===== config.mk =====
export PLATFORM = sky130hd
export DESIGN_NAME = pixel_write_receiver_flat
export DESIGN_NICKNAME = d
export VERILOG_FILES = /design/src/rtl/pixel_write_receiver_if.sv /design/src/rtl/pixel_write_receiver.sv /design/src/flat_wrapper.sv
export SDC_FILE = /design/constraint.sdc
export NUM_CORES = 1
export LEC_CHECK = 0
export CORE_ASPECT_RATIO = 0.7
export CORE_MARGIN = 3
export CORE_UTILIZATION = 40
export DETAILED_ROUTE_END_ITERATION = 10
export DONT_BUFFER_PORTS = 1
export GPL_ROUTABILITY_DRIVEN = 0
export MAX_ROUTING_LAYER = met4
export PLACE_DENSITY = 0.61
export SYNTH_ARGS = -nofsm -noshare
export SYNTH_HDL_FRONTEND = slang
export SYNTH_SLANG_ARGS = --single-unit

===== constraint.sdc =====
create_clock -name Clck -period 3.15 [get_ports Clck]
set_input_delay 0.1575 -clock Clck [delete_from_list [all_inputs] [get_ports Clck]]
set_output_delay 0.1575 -clock Clck [all_outputs]
set_load 0.01 [all_outputs]

===== src/rtl/pixel_write_receiver_if.sv =====
// rtl/pixel_write_receiver_if.sv - painter strobe and video memory write bundle
// Purpose: groups the painter pixel strobe and the memory write handshake.
// Ports (signals):
//   paint_x_co, paint_y_co, color, print_enable : painter -> receiver
//   mem_ready                                   : memory -> receiver
//   mem_addr, mem_data, mem_wren                : receiver -> memory
// Modports: slave = receiver side, master = painter/memory side.
interface pixel_write_receiver_if #(
  parameter int X_BITS     = 8,
  parameter int Y_BITS     = 7,
  parameter int COLOR_SIZE = 3,
  parameter int ADDR_BITS  = 15
);
  logic [X_BITS-1:0]     paint_x_co;
  logic [Y_BITS-1:0]     paint_y_co;
  logic [COLOR_SIZE-1:0] color;
  logic                  print_enable;
  logic                  mem_ready;
  logic [ADDR_BITS-1:0]  mem_addr;
  logic [COLOR_SIZE-1:0] mem_data;
  logic                  mem_wren;

  modport slave (
    input  paint_x_co, paint_y_co, color, print_enable, mem_ready,
    output mem_addr, mem_data, mem_wren
  );

  modport master (
    output paint_x_co, paint_y_co, color, print_enable, mem_ready,
    input  mem_addr, mem_data, mem_wren
  );
endinterface


===== src/rtl/pixel_write_receiver.sv =====
// rtl/pixel_write_receiver.sv - pixel strobe capture, FIFO and framebuffer write engine
// Purpose: captures one pixel per print_enable rising edge, range-checks it, converts it
// to a linear address, queues it and drains it into the memory write port; also fills
// the whole screen with CLEAR_COLOR on request.
// Ports:
//   Clck, Reset  : clock, asynchronous active-high reset
//   bus          : painter strobe inputs and memory write port (slave modport)
//   clear_start  : one-cycle clear request
//   fifo_count   : current FIFO occupancy
//   overflow     : sticky, pixel dropped on full FIFO
//   range_err    : sticky, pixel dropped for out-of-screen coordinates
//   clear_done   : one-cycle pulse after the last clear write is accepted
module pixel_write_receiver #(
  parameter int                    SCR_WIDTH   = 160,
  parameter int                    SCR_HEIGHT  = 120,
  parameter int                    X_BITS      = 8,
  parameter int                    Y_BITS      = 7,
  parameter int                    COLOR_SIZE  = 3,
  parameter int                    ADDR_BITS   = 15,
  parameter int                    FIFO_DEPTH  = 4,
  parameter logic [COLOR_SIZE-1:0] CLEAR_COLOR = '0
) (
  input  logic                         Clck,
  input  logic                         Reset,
  pixel_write_receiver_if.slave        bus,
  input  logic                         clear_start,
  output logic [$clog2(FIFO_DEPTH):0]  fifo_count,
  output logic                         overflow,
  output logic                         range_err,
  output logic                         clear_done
);
  localparam int PTR_W   = $clog2(FIFO_DEPTH);
  localparam int ENTRY_W = ADDR_BITS + COLOR_SIZE;
  localparam logic [ADDR_BITS-1:0] LAST_ADDR = ADDR_BITS'(SCR_WIDTH * SCR_HEIGHT - 1);
  localparam logic [X_BITS:0]      X_LIM     = (X_BITS + 1)'(SCR_WIDTH);
  localparam logic [Y_BITS:0]      Y_LIM     = (Y_BITS + 1)'(SCR_HEIGHT);
  localparam logic [PTR_W:0]       FULL_CNT  = (PTR_W + 1)'(FIFO_DEPTH);

  typedef enum logic [1:0] {S_IDLE, S_WRITE, S_CLEAR} state_t;

  state_t               state, state_n;
  logic                 pe_q;
  logic                 capture, in_range, push, pop;
  logic                 fifo_empty, fifo_full;
  logic [ADDR_BITS-1:0] pix_addr;
  logic [ENTRY_W-1:0]   fifo_mem [FIFO_DEPTH];
  logic [PTR_W-1:0]     wr_ptr, rd_ptr;
  logic [ENTRY_W-1:0]   head;
  logic [ADDR_BITS-1:0] clr_addr;
  logic                 clear_pending;
  logic                 load_head, enter_clear, clr_inc, wren_n, done_n;

  // Capture on the rising edge of the strobe only, however long it is held.
  assign capture  = bus.print_enable & ~pe_q;
  // One extra bit on the compare so a limit equal to 2^X_BITS still works.
  assign in_range = ({1'b0, bus.paint_x_co} < X_LIM) && ({1'b0, bus.paint_y_co} < Y_LIM);
  assign pix_addr = ADDR_BITS'(bus.paint_y_co) * ADDR_BITS'(SCR_WIDTH)
                  + ADDR_BITS'(bus.paint_x_co);

  assign fifo_empty = (fifo_count == '0);
  assign fifo_full  = (fifo_count == FULL_CNT);
  // Fullness uses the occupancy before this cycle's pop, so a full FIFO drops.
  assign push       = capture & in_range & ~fifo_full;
  assign head       = fifo_mem[rd_ptr];

  always_ff @(posedge Clck) begin
    if (push) begin
      fifo_mem[wr_ptr] <= {pix_addr, bus.color};
    end
  end

  always_ff @(posedge Clck or posedge Reset) begin
    if (Reset) begin
      wr_ptr     <= '0;
      rd_ptr     <= '0;
      fifo_count <= '0;
    end else begin
      if (push) wr_ptr <= wr_ptr + 1'b1;
      if (pop)  rd_ptr <= rd_ptr + 1'b1;
      case ({push, pop})
        2'b10:   fifo_count <= fifo_count + 1'b1;
        2'b01:   fifo_count <= fifo_count - 1'b1;
        default: fifo_count <= fifo_count;
      endcase
    end
  end

  always_ff @(posedge Clck or posedge Reset) begin
    if (Reset) state <= S_IDLE;
    else       state <= state_n;
  end

  always_comb begin
    state_n     = state;
    pop         = 1'b0;
    load_head   = 1'b0;
    enter_clear = 1'b0;
    clr_inc     = 1'b0;
    wren_n      = bus.mem_wren;
    done_n      = 1'b0;
    case (state)
      S_IDLE: begin
        // Queued pixels drain before a pending clear starts.
        if (!fifo_empty) begin
          pop       = 1'b1;
          load_head = 1'b1;
          wren_n    = 1'b1;
          state_n   = S_WRITE;
        end else if (clear_pending) begin
          enter_clear = 1'b1;
          wren_n      = 1'b1;
          state_n     = S_CLEAR;
        end
      end
      S_WRITE: begin
        if (bus.mem_ready) begin
          if (!fifo_empty) begin
            pop       = 1'b1;
            load_head = 1'b1;
          end else begin
            wren_n  = 1'b0;
            state_n = S_IDLE;
          end
        end
      end
      S_CLEAR: begin
        if (bus.mem_ready) begin
          if (clr_addr == LAST_ADDR) begin
            wren_n  = 1'b0;
            done_n  = 1'b1;
            state_n = S_IDLE;
          end else begin
            clr_inc = 1'b1;
          end
        end
      end
      default: state_n = S_IDLE;
    endcase
  end

  always_ff @(posedge Clck or posedge Reset) begin
    if (Reset) begin
      pe_q          <= 1'b0;
      bus.mem_addr  <= '0;
      bus.mem_data  <= '0;
      bus.mem_wren  <= 1'b0;
      clr_addr      <= '0;
      clear_pending <= 1'b0;
      clear_done    <= 1'b0;
      overflow      <= 1'b0;
      range_err     <= 1'b0;
    end else begin
      pe_q         <= bus.print_enable;
      bus.mem_wren <= wren_n;
      clear_done   <= done_n;
      if (load_head) begin
        {bus.mem_addr, bus.mem_data} <= head;
      end else if (enter_clear) begin
        clr_addr     <= '0;
        bus.mem_addr <= '0;
        bus.mem_data <= CLEAR_COLOR;
      end else if (clr_inc) begin
        clr_addr     <= clr_addr + 1'b1;
        bus.mem_addr <= clr_addr + 1'b1;
      end
      // A request arriving in the same cycle as entry to CLEAR re-arms for another pass.
      if (clear_start)      clear_pending <= 1'b1;
      else if (enter_clear) clear_pending <= 1'b0;
      if (capture && !in_range)             range_err <= 1'b1;
      if (capture && in_range && fifo_full) overflow  <= 1'b1;
    end
  end
endmodule


===== src/flat_wrapper.sv =====
// flat-port wrapper written by rule: the top's interface ports become plain ports
module pixel_write_receiver_flat 
#(
  parameter int                    SCR_WIDTH   = 160,
  parameter int                    SCR_HEIGHT  = 120,
  parameter int                    X_BITS      = 8,
  parameter int                    Y_BITS      = 7,
  parameter int                    COLOR_SIZE  = 3,
  parameter int                    ADDR_BITS   = 15,
  parameter int                    FIFO_DEPTH  = 4,
  parameter logic [COLOR_SIZE-1:0] CLEAR_COLOR = '0
)
  (Clck, Reset, clear_start, fifo_count, overflow, range_err, clear_done, bus_paint_x_co, bus_paint_y_co, bus_color, bus_print_enable, bus_mem_ready, bus_mem_addr, bus_mem_data, bus_mem_wren);
  pixel_write_receiver_if #(.X_BITS(X_BITS), .Y_BITS(Y_BITS), .COLOR_SIZE(COLOR_SIZE), .ADDR_BITS(ADDR_BITS)) bus_i ();
  input  logic Clck;
  input  logic Reset;
  input  logic clear_start;
  output logic [$clog2(FIFO_DEPTH):0] fifo_count;
  output logic overflow;
  output logic range_err;
  output logic clear_done;
  input wire logic [$bits(bus_i.paint_x_co)-1:0] bus_paint_x_co;
  input wire logic [$bits(bus_i.paint_y_co)-1:0] bus_paint_y_co;
  input wire logic [$bits(bus_i.color)-1:0] bus_color;
  input wire logic [$bits(bus_i.print_enable)-1:0] bus_print_enable;
  input wire logic [$bits(bus_i.mem_ready)-1:0] bus_mem_ready;
  output wire logic [$bits(bus_i.mem_addr)-1:0] bus_mem_addr;
  output wire logic [$bits(bus_i.mem_data)-1:0] bus_mem_data;
  output wire logic [$bits(bus_i.mem_wren)-1:0] bus_mem_wren;
  assign bus_i.paint_x_co = bus_paint_x_co;
  assign bus_i.paint_y_co = bus_paint_y_co;
  assign bus_i.color = bus_color;
  assign bus_i.print_enable = bus_print_enable;
  assign bus_i.mem_ready = bus_mem_ready;
  assign bus_mem_addr = bus_i.mem_addr;
  assign bus_mem_data = bus_i.mem_data;
  assign bus_mem_wren = bus_i.mem_wren;
  pixel_write_receiver #(.SCR_WIDTH(SCR_WIDTH), .SCR_HEIGHT(SCR_HEIGHT), .X_BITS(X_BITS), .Y_BITS(Y_BITS), .COLOR_SIZE(COLOR_SIZE), .ADDR_BITS(ADDR_BITS), .FIFO_DEPTH(FIFO_DEPTH), .CLEAR_COLOR(CLEAR_COLOR)) u_core (.Clck(Clck), .Reset(Reset), .bus(bus_i), .clear_start(clear_start), .fifo_count(fifo_count), .overflow(overflow), .range_err(range_err), .clear_done(clear_done));
endmodule

Yosys cells after proc, flatten, opt, wreduce, memory -nomap -nowiden
Memory sizes are Yosys's and may differ from the RTL's.
Cells that the tools add are included.
Word-level totals
  memories kept: 1
  bits of input ports: 23
  register bits: 48
  output and inout port bits: 25
  logic and storage cells: 92
  memory bits (writable): 72
Cells by class
  mux-type cells: 36
  bitwise logic cells: 6
  add/sub/neg operators: 6
  multipliers: 1
  order comparisons: 2
  reduce and logical (&&, ||, !) cells: 16
  equal/unequal tests: 11
Memories
  u_core.fifo_mem: words 4, bits a word 18, read ports 1, clocked after Yosys merged registers in 0, write ports 1, RTL line pixel_write_receiver.sv:46  | logic [ENTRY_W-1:0] fifo_mem [FIFO_DEPTH];
Operators with widths (number)
  $mux 15: 3
  $mux 1: 21
  $add 15x1->15 const B: 1
  $add 15x8->15: 1
  $eq 15x15->1 const B: 1
  $mux 2: 6
  $mul 7x3->10 const B: 1
  $lt 8x8->1 const B: 1
  $reduce_bool 2->1: 4
  $lt 7x7->1 const B: 1
  $mux 3: 2
  $pmux 2 s3: 1
  $pmux 3 s2: 1
  $reduce_and 6->1: 1
  $reduce_bool 3->1: 2
  $reduce_and 5->1: 1
  $add 2x1->2 const B: 2
  $eq 2x1->1 const B: 2
  $eq 2x2->1 const B: 2
  $logic_and 1x1->1: 4
  $ne 2x1->1 const B: 2
  $ne 2x2->1 const B: 2
  $add 3x1->3 const B: 1
  $and 1x1->1: 3
  other kinds (10): 12

Logic depth before layout (Yosys ltp)
Gate-level depths: netlist of the first run.
  depth in word-level cells: 7
  mapped depth: 12
  depth with buffers taken out: 11

Worst setup path before layout of the first run
Ideal clock, no wire load.
  path kind: flip-flop to flip-flop
  start: register u_core.state[1]
  end: register u_core.fifo_count[2]
  data required time: 3070 ps
  stages on the path, launching flop included: 13
  path slack: 586 ps
  arrival: 2485 ps
  buffers on the path: 1
  cells stage by stage: dfrtp_1 inv_1 ha_1 a21oi_1 or2_2 inv_2 clkbuf_1 ha_1 inv_1 fa_1 xor2_1 nor2_1 xor2_1
Between the ends
  word-level cells in the longest chain between the ends: 4
RTL lines
  start: declaration: RTL line pixel_write_receiver.sv:41  | state_t state, state_n;
  start signal: assignment: RTL line pixel_write_receiver.sv:90  | else state <= state_n;
  $eq 2x1->1 or $logic_not 2->1 (tied branches): RTL line pixel_write_receiver.sv:101  | case (state)
  $pmux 1 s2 (*): RTL line pixel_write_receiver.sv:101
  $eq 2x1->1 or $eq 2x2->1 (tied branches): RTL line pixel_write_receiver.sv:80  | case ({push, pop})
  $pmux 3 s2 or $reduce_bool 2->1 (tied branches)
  end signal: assignment: RTL line pixel_write_receiver.sv:81  | 2'b10: fifo_count <= fifo_count + 1'b1;
  end signal: assignment: RTL line pixel_write_receiver.sv:82  | 2'b01: fifo_count <= fifo_count - 1'b1;
  end signal: assignment: RTL line pixel_write_receiver.sv:83  | default: fifo_count <= fifo_count;
  end: declaration: RTL line pixel_write_receiver.sv:27  | output logic [$clog2(FIFO_DEPTH):0] fifo_count,
Mark *: on every way between the ends. The rest lies on a longest branch, timed or not.
A chain may end at the register's enable or synchronous reset.

Final worst setup path of the first run
Ends and elaborated chain as after synthesis.

==> out/qor.csv, run 1 <==
stage;metric;value;unit
layout;seqCellArea;3360;um^2
drt;detail_route.wirelength;12100;um
layout;layout.cells.most_common;edfxtp_1;
setup_path;crit_required;3470;ps
logic_synthesis;synthSimpleGateAreaFrac;9.97;%
setup_path;regToRegStartpoint;u_core.state[1];
global_routing;antenna_found_initial;0;
logic_synthesis;postSynthRegisterBits;120;
clock_network;clock_pin_slew_worst_setup_and_hold_paths;50;ps
floorplan;dieWidth;148;um
layout;num-fill-cells;1196;
logic_synthesis;postSynthAreaPerCell;13.9;um^2
logic_synthesis;synth_compound_area_share;9.68;%
setup_path;setup.worst_path.end_class;flop;
drt;dr.first_iter.drc_count;245;
setup_path;worstSetupStartpointType;flop;
timing;final.setup.tns;0;ps
pwr;vdd.ir_drop.worst;0.374;mV
clock_network;cts_resized;0;
min_path;whs_endpoint;u_core.fifo_mem[3][8];
timing;clock_skew;10.7;ps
floorplan;initial_core_util;42.0;%
logic_synthesis;postSynthNetCount;457;
timing;final.setup.worst_slack;672;ps
timing;setup-violations-final;0;
timing;final-max-slew-violation-count;0;
min_path;timing.hold.worst.class;primary input to flop;
timing;hold_violations;0;
global_routing;grt_usage;17.2;%
pwr;power_frac_comb;29.4;%
placement;place_hpwl;8390;um
timing;timing.max_slew.rel_slack;37.0;%
logic_synthesis;largest_family_of_logic_cells_by_synthesized_area;simple AND/OR/NAND/NOR gates;
setup_path;setup_slack_reg_to_reg;670;ps
drt;drt-wirelength-per-cell;19.1;um
logic_synthesis;yosysSeqAreaShare;59.4;%
setup_path;timing.rr.end;u_core.fifo_count[2];
pwr;leakage;2.43;nW
floorplan;core_box_area;13500;um^2
clock_network;clkSinkCount;120;
layout;nNetsFinal;484;
placement;post-place-ws;654;ps
setup_path;critPathMaxFanout;8;
setup_path;cp_cell_sequence;inv_1, ha_1, a21oi_1, or2_2, inv_2, ha_1, inv_1, fa_1, xor2_1, nor2_1, xor2_1;
flow_run;cap_violations;0;
clock_network;cts_tree;built;
clock_network;root_buffer;clkbuf_16;
layout;most-common-layout-cells;edfxtp_1 (72), dfrtp_1 (48), nand2_1 (32);
pwr;power.share.clock;29.9;%
logic_synthesis;synth_async_sr_flop_share;40.0;%
setup_path;cp.arrival;2800;ps
layout;multi_input_area;2140;um^2
pwr;power.internal;3.81;mW
timing;fmax;404;MHz
pwr;power.sequential.fraction;40.7;%
drt;met3_length;826;um
setup_path;cp_class;flop to flop;
global_routing;grt_pass1_vias;3591;
drt;number_of_antenna_violating_nets_in_the_routed_design;0;
clock_network;clock_tree.htree_level_count;4;
clock_network;cts_inserted_buffers;17;
timing;worst_max_slew_pin_slew;945;ps
setup_path;worst_path_largest_cell_delay;400;ps
status;status;finished, final reports clean;
layout;number_of_diodes;0;
floorplan;full_die_area;15600;um^2
logic_synthesis;primary_flip_flop_cell_chosen_by_synthesis_mapping;edfxtp_1;
logic_synthesis;synthMuxAreaShare;7.89;%
layout;share_of_the_core_filled_with_cells;48.6;%
setup_path;worst-path-buf-inv;3;
layout;areaGrowthSynthToFinish;15.9;%
clock_network;max-clock-path-buffers;2;
min_path;hp-start;bus_paint_x_co[5];
min_path;min_path_cells;1;
floorplan;die_h;106;um
logic_synthesis;postSynthCellCount;408;
logic_synthesis;synth_edf_count;72;
global_routing;grt_pass1_wl;19900;um
drt;detail_route.drc_violations;0;
drt;met1Wirelength;5870;um
drt;wl_met2;5350;um
timing;period_share;78.7;%
floorplan;num_io_pins;48;
setup_path;timing.critical_path.slowest_stage_cell;dfrtp_1;
drt;drt-pass1-iter-count;4;
clock_network;clock_insertion_delay_worst_skew;410;ps
pwr;power_switching;1.99;mW
drt;detailroute.via_count;3465;
global_routing;congestion_overflow_gr;0;
logic_synthesis;synth_xor_xnor_area_share;4.18;%
pwr;power.density;885;nW/um^2
layout;share_of_final_layout_standard_cells_stronger_than_drive_strength_1;15.8;%
floorplan;rows;35;
drt;vias_per_instance;5.47;
logic_synthesis;cell_area_after_synthesis;5660;um^2
global_routing;grt_start_max_net_pins;35;
timing;grt_setup_unrepaired;false;
logic_synthesis;synth.yosys.warnings;0;
setup_path;worst_r2r_path_cells;11;
setup_path;critical-path-top-delay-family;adder cells;
timing;final_critical_delay_including_setup_and_external_delays;2480;ps
logic_synthesis;synth.distinct_cells;61;
placement;numPortBuffers;0;
logic_synthesis;post_synth_fa_ha_maj_area_fraction;6.15;%
drt;topRoutingLayerUsed;met4;
pwr;swShare;34.3;%
[state kept, by name, indices dropped and copies added, names as in the netlist]
signal / flops
u_core.wr_ptr: 2
u_core.bus.mem_data: 3
u_core.rd_ptr: 2
u_core.fifo_count: 3
u_core.clear_done: 1
u_core.clr_addr: 15
u_core.pe_q: 1
u_core.bus.mem_wren: 1
u_core.overflow: 1
u_core.bus.mem_addr: 15
u_core.state: 2
u_core.range_err: 1
u_core.clear_pending: 1
u_core.fifo_mem: 72
[kinds of logic after synthesis]
kind of cell               after synthesis
DFF                                    120
and+or+nand+nor                        107
AOI/OAI and AO/OA                       70
buffers and inverters                   36
xor gates and xnor gates                27
adders and majority gates               26
muxes                                   22
[final cells by class]
| type | instances | share of cell area [%] |
|---|---|---|
| Clock buffer | 21 | 7.19 |
| Sequential cell | 120 | 51.3 |
| Tap cell | 185 | 3.53 |
| Inverter | 22 | 1.26 |
| Multi-Input combinational cell | 252 | 32.7 |
| Timing Repair Buffer | 22 | 2.94 |
| Clock inverter | 11 | 1.13 |
[Yosys cell counts (2+ instances only)]
cell | count | area share, %
a211oi_1 | 2 | 0.27
a21o_1 | 2 | 0.27
a21oi_1 | 9 | 0.80
a22o_1 | 2 | 0.31
a32oi_1 | 2 | 0.31
and2_1 | 6 | 0.66
and3b_1 | 2 | 0.31
buf_2 | 2 | 0.18
buf_4 | 2 | 0.27
clkbuf_1 | 8 | 0.53
dfrtp_1 | 48 | 21
edfxtp_1 | 72 | 38
fa_1 | 3 | 1.1
ha_1 | 23 | 5.1
inv_1 | 21 | 1.4
mux2i_1 | 3 | 0.53
mux4_2 | 18 | 7.2
nand2_1 | 32 | 2.1
nand3_1 | 20 | 1.8
nand4_1 | 12 | 1.3
nor2_1 | 14 | 0.93
nor2b_1 | 2 | 0.22
nor3_1 | 4 | 0.35
o2111ai_1 | 2 | 0.31
o211ai_1 | 12 | 1.6
o21a_1 | 2 | 0.27
o21ai_0 | 7 | 0.62
o21ai_1 | 3 | 0.27
o21bai_1 | 2 | 0.27
o2bb2ai_1 | 7 | 1.1
o311ai_1 | 5 | 0.77
o31ai_1 | 4 | 0.53
or3_1 | 2 | 0.22
xnor2_1 | 18 | 2.8
xor2_1 | 9 | 1.4
[layer usage]
layer / GRT usage [%] / vias to the layer above
met5: - / -
met2: 23.6 / 91
met3: 5.50 / 4
met1: 24.5 / 1753
li1: - / 1617
met4: 4.88 / 0
[worst max path at each step]
| stage | to | from | cells after the start | slack, ps |
|---|---|---|---|---|
| finish | u_core.fifo_count[2] | u_core.state[1] | 11 | 670 |
| global placement | u_core.clr_addr[0] | u_core.clr_addr[0] | 6 | 810 |
| CTS | u_core.fifo_count[2] | u_core.state[1] | 11 | 660 |
| global route | u_core.fifo_count[2] | u_core.state[1] | 11 | 460 |
| detailed placement | u_core.fifo_count[2] | u_core.state[1] | 11 | 650 |
| floorplan | u_core.fifo_count[2] | u_core.state[1] | 12 | 590 |
[power by group through the flow]
stage,combinational (mW),sequential (mW),clock [mW]
6_report,1.71,2.36,1.73
3_3_place_gp,1.66,2.38,0
2_1_floorplan,1.33,2.23,0
5_1_grt,1.91,2.41,1.86
3_5_place_dp,1.69,2.40,0
4_1_cts,1.73,2.37,1.77
[through the flow]
stage          hold WS [ps]  std cells  power [mW]  cell area (um^2)
2_1_floorplan           189        408        3.57              5660
5_1_grt                55.1        633        6.18              6560
4_1_cts                40.9        633        5.87              6560
6_report               58.2        633        5.80              6560
3_5_place_dp            189        590        4.09              5900
3_3_place_gp            189        590        4.04              5900
[timing repair]
action / in CTS / in global routing
endpoints found under the hold margin: 69 / 0
setup buffers: 0 / 0
hold buffers: 11 / 0
Power figures use the tool's default switching activity.
==> run 2, diff against run 1 <==
- PLACE_DENSITY: 0.61 -> 0.63
- clock period: 3.15 -> 2.12 ns (I/O delays scaled with it)
==> out/qor.csv, run 2 (synthesis gave the netlist of run 1 again) <==
stage;metric;value;unit;change
global_routing;global_route.usage.met3;5.59;%;+0.086 points
layout;most-common-layout-cells;edfxtp_1 (72), buf_4 (58), dfrtp_1 (48);;
clock_network;clock_pin_slew_worst_setup_and_hold_paths;60;ps;about the same
timing;grt_setup_unrepaired;true;;
setup_path;crit_required;2460;ps;-1010 ps
placement;place_hpwl;8810;um;+5.0%
drt;detailroute.via_count;3630;;+4.8%
min_path;whs_endpoint;u_core.overflow;;
pwr;power.density;1330;nW/um^2;+50%
global_routing;met2_usage;23.5;%;-0.13 points
timing;setup-violations-final;0;;unchanged
clock_network;cts_inserted_buffers;17;;unchanged
setup_path;worstSetupStartpointType;flop;;
layout;leading_registers_by_flop_count;u_core.fifo_mem: 72 flops, u_core.bus.mem_addr: 15 flops, u_core.clr_addr: 15 flops;;
setup_path;worst-path-buf-inv;3;;unchanged
floorplan;initial_core_util;42.0;%;unchanged
min_path;min_path_cells;3;;+2
pwr;vdd.ir_drop.worst;0.603;mV;+61%
global_routing;grt.busiest_layer;met1;;
layout;layout.cells.most_common;edfxtp_1;;
timing;period_share;95.6;%;+17 points
setup_path;worst_path_largest_cell_delay;390;ps;about the same
min_path;timing.hold.worst.class;primary input to flop;;
clock_network;max-clock-path-buffers;2;;unchanged
global_routing;grt_start_max_net_pins;26;;-26%
clock_network;clock_tree.htree_level_count;4;;unchanged
setup_path;cp.depth;11;;unchanged
floorplan;core_box_area;13500;um^2;unchanged
timing;fmax;494;MHz;+22%
setup_path;critical-path-top-delay-family;adder cells;;
floorplan;die_h;106;um;unchanged
layout;share_of_final_layout_standard_cells_stronger_than_drive_strength_1;26.2;%;+10 points
floorplan;rows;35;;unchanged
setup_path;cp.arrival;2360;ps;-440 ps
global_routing;congestion_overflow_gr;0;;unchanged
setup_path;critPathMaxFanout;3;;-5
drt;drt-wirelength-per-cell;18.4;um;-3.6%
setup_path;timing.critical_path.slowest_stage_cell;dfrtp_1;;
drt;dr.first_iter.drc_count;295;;+20%
timing;timing.max_slew.rel_slack;63.4;%;+26 points
timing;worst_max_slew_pin_slew;545;ps;-400 ps
drt;vias_per_instance;5.32;;-2.8%
layout;areaGrowthSynthToFinish;24.7;%;
timing;final-max-slew-violation-count;0;;unchanged
floorplan;dieWidth;148;um;unchanged
floorplan;full_die_area;15600;um^2;unchanged
flow_run;cap_violations;0;;unchanged
layout;largest_register_ffs;72;;unchanged
timing;final_critical_delay_including_setup_and_external_delays;2030;ps;-452 ps
drt;number_of_antenna_violating_nets_in_the_routed_design;0;;unchanged
setup_path;cp_cell_sequence;inv_2, ha_4, a21oi_2, or2_4, inv_4, ha_4, inv_1, fa_2, xor2_1, nor2_1, xor2_1;;
global_routing;grt_pass1_wl;20200;um;+1.4%
drt;detail_route.drc_violations;0;;unchanged
layout;nNetsFinal;533;;+10%
pwr;leakage;2.71;nW;+11%
setup_path;regToRegStartpoint;u_core.state[1];;
placement;numPortBuffers;0;;unchanged
layout;share_of_the_core_filled_with_cells;52.3;%;+3.7 points
min_path;hp-start;bus_paint_x_co[5];;
layout;top_register;u_core.fifo_mem;;
global_routing;grt_usage;17.2;%;+0.046 points
clock_network;clock_insertion_delay_worst_skew;410;ps;about the same
setup_path;worst_r2r_path_cells;11;;unchanged
drt;drt-pass1-iter-count;4;;unchanged
clock_network;root_buffer;clkbuf_16;;
drt;detail_route.wirelength;12600;um;+3.9%
setup_path;setup_slack_reg_to_reg;90;ps;-580 ps
setup_path;timing.rr.end;u_core.fifo_count[2];;
setup_path;setup.worst_path.end_class;flop;;
timing;clock_skew;10.8;ps;+0.0229 ps
timing;final.setup.tns;0;ps;unchanged
setup_path;cp_class;flop to flop;;
global_routing;groute.layer.met1.usage;24.8;%;+0.36 points
layout;number_of_diodes;0;;unchanged
clock_network;clkSinkCount;120;;unchanged
global_routing;antenna_found_initial;0;;unchanged
global_routing;grt_pass1_vias;3702;;+3.1%
status;status;finished, final reports clean;;
floorplan;num_io_pins;48;;unchanged
timing;hold_violations;0;;unchanged
clock_network;cts_tree;built;;
## run 2: final cells by class
class                   count  area (um^2)
fillers                  1155         6430
flip-flops and latches    120         3360
multi-input cells         252         2200
repair buffers             71          577
clock buffers              18          429
well taps                 185          231
clock inverters            14          175
inverters                  22         85.1
## run 2: how the worst max path moves through the flow
stage / end / startpoint / slack [ps]
2_1_floorplan: u_core.fifo_count[2] / u_core.state[0] / -70
3_3_place_gp: u_core.fifo_mem[0][16] / bus_paint_y_co[2] / -70
3_5_place_dp: u_core.fifo_mem[2][16] / bus_paint_y_co[2] / -110
4_1_cts: u_core.fifo_count[2] / u_core.state[0] / 40
5_1_grt: u_core.fifo_count[2] / u_core.state[1] / -20
6_report: u_core.fifo_count[2] / u_core.state[1] / 90
## run 2: per-stage QoR
stage / hold WS [ps] / instance area [um^2] / worst slack (ps) / instances / power [mW]
floorplan: 137 / 5710 / -73.8 / 408 / 5.41
global placement: -40.3 / 6300 / -69.9 / 636 / 6.36
detailed placement: -42.6 / 6300 / -109 / 636 / 6.45
CTS: 17.6 / 7030 / 37.0 / 681 / 9.44
global route: 39.5 / 7060 / -17.9 / 682 / 9.93
finish: 10.8 / 7060 / 94.1 / 682 / 9.40
## run 2: worst reg2reg max path: cells and delay by family (launching register included)
family,cells,cell delay [ps]
buf+inv,3,250
flops,1,390
compound gates,1,60
simple gates,2,360
xor+xnor,2,290
fa+ha+maj,3,610
## run 2: layer usage
| layer | routed length (um) | part of all wire [%] |
|---|---|---|
| met1 | 6140 | 49 |
| met2 | 5470 | 43 |
| met3 | 838 | 6.7 |
| met4 | 133 | 1.1 |
| met5 | 0 | 0 |
## run 2: power by group
group	total [mW]	internal, mW	leakage (nW)	switching, mW
sequential	3.33	2.96	1.25	0.375
clock	2.91	1.86	0.288	1.05
combinational	3.16	1.46	1.17	1.69
total	9.40	6.28	2.71	3.12
## run 2: what timing repair did
action	in CTS	in global routing
gates resized for setup	0	5
endpoints found under the hold margin	84	0
setup endpoints to repair	1	21
pin swaps	1	5
setup buffers	2	1
hold buffers	11	0
